## src/rtl/adder4_sum_accumulator.sv

```systemverilog
// rtl/adder4_sum_accumulator.sv - accumulates N 5-bit adder results into a wide total with sticky overflow
module adder4_sum_accumulator #(
    parameter int ACC_W = 8,
    parameter int CNT_W = 4
) (
    input  logic             clk,
    input  logic             rst,
    input  logic             clear,
    input  logic [3:0]       s_in,
    input  logic             c4_in,
    input  logic             in_valid,
    output logic             in_ready,
    input  logic [CNT_W-1:0] num_samples,
    output logic [ACC_W-1:0] acc_out,
    output logic             acc_ovf,
    output logic             out_valid,
    input  logic             out_ready,
    output logic             busy
);

    typedef enum logic [1:0] {
        IDLE  = 2'd0,
        ACCUM = 2'd1,
        DONE  = 2'd2
    } state_t;

    localparam logic [CNT_W-1:0] CNT_ONE = {{(CNT_W-1){1'b0}}, 1'b1};

    state_t           state;
    logic [CNT_W-1:0] cnt;
    logic [CNT_W-1:0] n_lat;
    logic [CNT_W-1:0] n_first;
    logic [CNT_W-1:0] cnt_next;
    logic [ACC_W:0]   sample;
    logic [ACC_W:0]   sum;
    logic             accept;

    // in_ready depends only on state and clear so no in_valid->in_ready loop exists
    assign in_ready = (state != DONE) && !clear;
    assign accept   = in_valid && in_ready;

    assign sample   = {{(ACC_W-4){1'b0}}, c4_in, s_in};
    assign sum      = {1'b0, acc_out} + sample;
    assign n_first  = (num_samples == '0) ? CNT_ONE : num_samples;
    assign cnt_next = cnt + CNT_ONE;

    always_ff @(posedge clk or posedge rst) begin
        if (rst) begin
            state     <= IDLE;
            acc_out   <= '0;
            acc_ovf   <= 1'b0;
            out_valid <= 1'b0;
            busy      <= 1'b0;
            cnt       <= '0;
            n_lat     <= '0;
        end else if (clear) begin
            state     <= IDLE;
            acc_out   <= '0;
            acc_ovf   <= 1'b0;
            out_valid <= 1'b0;
            busy      <= 1'b0;
            cnt       <= '0;
        end else begin
            case (state)
                IDLE: begin
                    if (accept) begin
                        acc_out <= sample[ACC_W-1:0];
                        acc_ovf <= 1'b0;
                        cnt     <= CNT_ONE;
                        n_lat   <= n_first;
                        if (n_first == CNT_ONE) begin
                            state     <= DONE;
                            out_valid <= 1'b1;
                        end else begin
                            state <= ACCUM;
                            busy  <= 1'b1;
                        end
                    end
                end
                ACCUM: begin
                    if (accept) begin
                        acc_out <= sum[ACC_W-1:0];
                        acc_ovf <= acc_ovf | sum[ACC_W];
                        cnt     <= cnt_next;
                        if (cnt_next == n_lat) begin
                            state     <= DONE;
                            out_valid <= 1'b1;
                            busy      <= 1'b0;
                        end
                    end
                end
                DONE: begin
                    // total stays on acc_out/acc_ovf after the handshake until the next frame starts
                    if (out_ready) begin
                        state     <= IDLE;
                        out_valid <= 1'b0;
                    end
                end
                default: begin
                    state     <= IDLE;
                    out_valid <= 1'b0;
                    busy      <= 1'b0;
                end
            endcase
        end
    end

endmodule

```

## config.mk

```make
export PLATFORM = sky130hd
export DESIGN_NAME = adder4_sum_accumulator
export DESIGN_NICKNAME = d
export VERILOG_FILES = /design/src/rtl/adder4_sum_accumulator.sv
export SDC_FILE = /design/constraint.sdc
export NUM_CORES = 1
export LEC_CHECK = 0
export ABC_CLOCK_PERIOD_IN_PS = 3400
export CAP_MARGIN = 10
export CELL_PAD_IN_SITES_DETAIL_PLACEMENT = 0
export CELL_PAD_IN_SITES_GLOBAL_PLACEMENT = 2
export CORE_ASPECT_RATIO = 1.75
export CORE_MARGIN = 3
export CORE_UTILIZATION = 33
export DETAILED_ROUTE_END_ITERATION = 8
export GPL_TIMING_DRIVEN = 0
export HOLD_SLACK_MARGIN = 0.15
export PLACE_DENSITY_LB_ADDON = 0.25
export SYNTH_ARGS = -nofsm -noshare
export SYNTH_HDL_FRONTEND = slang
export SYNTH_SLANG_ARGS = --single-unit
```

## constraint.sdc

```tcl
create_clock -name clk -period 3.4 [get_ports clk]
set_input_delay 0.68 -clock clk [delete_from_list [all_inputs] [get_ports clk]]
set_output_delay 0.68 -clock clk [all_outputs]
set_load 0.03 [all_outputs]
```

==> key figures <==
Clock network
  – Hold Buf Count CTS: 0
  – Number of clock buffers inserted by TritonCTS: 3
  – Reg clk slew, reported paths: 0.08 ns
  – H-Tree Depth: 1
  – CTS tree: yes
  – Setup bufs post-CTS: 0
  – CTS resizes: 0
  – CTS sink count: 21
  – Clock latency on the worst-skew pair: 0.27 ns
  – Longest Clk Path Bufs: 2
  – Clock root buffer: clkbuf_8

Yosys
  – Most common cell in the netlist: dfrtp_1
  – Synth cell count leaders: 21 x dfrtp_1, 16 x o21ai_0, 14 x nand2_1
  – Seq/Total Area, Yosys: 40.8%
  – EDFF count, synth: 0
  – Area contributors post-synth: dfrtp_1 41%, o21ai_0 6.2%, ha_1 5.8%
  – Cell taking the most area after synthesis: dfrtp_1
  – Top-area cell type share of the netlist area: 40.8%
  – Post-synth ARST share: 100%
  – Post-Syn Area: 1290 sq um
  – Predominant post-synthesis flop cell: dfrtp_1
  – Syn Inst Count: 139
  – Synth Register Bits: 21
  – Syn. warnings: 0
  – Synth unique cells: 38
  – Syn_area_per_cell: 9.27 sq um
  – Syn_nets: 160

STA
  – Final worst slack: 0.516 ns
  – TNS Setup: 0 ns
  – Slew HR: 42.5%
  – Fin crit period: 2.88 ns
  – Endpoints failing setup: 0
  – Slew @ Worst Pin: 0.862 ns
  – RSZ-0062 raised after global routing: false
  – Clock Skews: 0.00288 ns
  – Final count of pins violating max slew: 0
  – Final hold viol count: 0
  – Crit share post-route: 84.8%
  – Hold_ws: 0.503 ns
  – Fmax: 347 MHz

Power and ir drop
  – Max IR drop VDD: 0.184 mV
  – Pwr/cell area: 398 nW/um^2
  – Static leakage: 0.707 nW
  – Tot Pwr: 0.649 mW

Critical path
  – CP delay by family, top: buffers and inverters
  – Slowest CP cell: clkdlybuf4s50_1
  – Critical path class: primary input to primary output
  – Crit path cell chain: clkdlybuf4s50_1, inv_1, o21a_1, clkdlybuf4s50_1
  – Most used cell, CP: clkdlybuf4s50_1
  – Slowest stage delay, CP: 0.66 ns
  – Largest fanout on the critical path: 5
  – Worst EP required: 2.72 ns
  – Worst setup SP type: primary input
  – Crit path buf inv count: 3
  – CP Capture Type: primary output
  – Arrival @ worst endpoint: 2.20 ns

Final layout
  – Ant. Diodes: 0
  – Layout Nets: 189
  – Share of post-route cells with drive strength above 1: 8.38%
  – Post-route cell area: 1630 sq um
  – Area growth syn-to-layout: 26.6%

Global route
  – Largest net degree at the start of global routing: 22
  – GRT Total Usage: 14.5%
  – Vias in the first global route: 1064
  – First-pass GRT wire length: 5020 um
  – Antenna violations before repair: 0
  – Total grt overflow: 0

Drt
  – DR iter-0 viols: 17
  – DRT Pass-1 Iters: 4
  – Via count of the routed design: 1116
  – Number of remaining DRC errors: 0
  – Antenna viol nets, final: 0
  – Drt total wl: 3130 um
  – Via/cell ratio: 5.24
  – Wire per inst: 14.7 um

Floorplan
  – Die H: 88.7 um
  – Die width: 53.2 um
  – Core ar.: 3700 sq um
  – Io pins: 26
  – # rows: 29
  – Die area: 4720 sq um
  – Initial Utilization: 34.8%

Job
  – MaxCap Viol Count: 0

Placed design
  – PortBufs: 24
  – Final GP Congestion: 0.758
  – Cell Area, Placed: 1590 sq um
  – DP HPWL: 2290 um
  – Setup slack at placement: 0.513 ns

Min path
  – Hold Path Class: register to register

Run status
  – Status: finished clean
[registers in the layout (all words and copies together) (netlist names)]
name and flops:
out_valid 1, n_lat 4, acc_ovf 1, state 2, cnt 4, busy 1, acc_out 8
[cells by family (layout without fill, tap and decap cells)]
logic type               Yosys count  count (layout)  synth area share (%)
adder cells (fa/ha/maj)            7               7                  7.38
multiplexers                       4               4                  3.40
XOR/XNOR                           7               7                  4.76
AO/OA/AOI/OAI                     45              45                  21.8
flip-flops                        21              21                  40.8
AND/OR/NAND/NOR                   42              42                  17.7
buffers and inverters             13              41                  4.17
[cells in the final DEF (no fill, tap or decap), types with 3 or more instances in the layout]
cell / count
nor2_1: 7
dfrtp_1: 21
buf_2: 3
nand3_1: 3
clkdlybuf4s50_1: 24
clkbuf_8: 3
a21oi_1: 9
nand2_1: 14
mux2_2: 3
inv_1: 9
ha_1: 6
o211ai_1: 4
xnor2_1: 4
a211oi_1: 3
nand2b_1: 4
o21ai_0: 16
xor2_1: 3
[layout make-up]
class	count	area [sq um]
plain buffers	4	20.0
clock buffers	4	45.0
fillers	420	2070
inverters	9	33.8
multi-input cells	105	709
flip-flops and latches	21	526
well taps	46	57.6
repair buffers	24	240
[routing by layer]
layer  GRT usage [%]  share of wire (%)
met1            17.6                 44
met2            24.8                 51
met3            2.19                3.2
met4            6.28                1.8
met5               0                  0
[power breakdown]
| part | internal (mW) | leakage (nW) | switching [mW] |
|---|---|---|---|
| combinational | 0.0850 | 0.408 | 0.0980 |
| sequential | 0.273 | 0.277 | 0.0201 |
| clock | 0.0838 | 0.0228 | 0.0893 |
| total | 0.442 | 0.707 | 0.207 |
[worst paths after layout]
kind | start | endpoint | slack [ns] | cells past startpoint
setup / recovery | clear | in_ready | 0.52 | 4
hold / removal | cnt[3]$_DFFE_PP0P_ | cnt[3]$_DFFE_PP0P_ | 0.50 | 1
setup reg to reg | acc_out[0]$_DFFE_PP0P_ | acc_out[4]$_DFFE_PP0P_ | 1.34 | 8
hold reg to reg | cnt[3]$_DFFE_PP0P_ | cnt[3]$_DFFE_PP0P_ | 0.50 | 1
max in group asynchronous | rst | n_lat[3]$_DFFE_PP0P_ | 1.98 | 2
min in group asynchronous | rst | acc_out[3]$_DFFE_PP0P_ | 0.89 | 2
[stage by stage]
step | cells | util (%)
after floorplan | 139 | -
after global placement | 209 | 42.9
after detailed placement | 209 | 42.9
after CTS | 213 | 44.1
after global routing | 213 | 44.1
final | 213 | 44.1
Note: power is estimated with default switching activity, not from simulation.
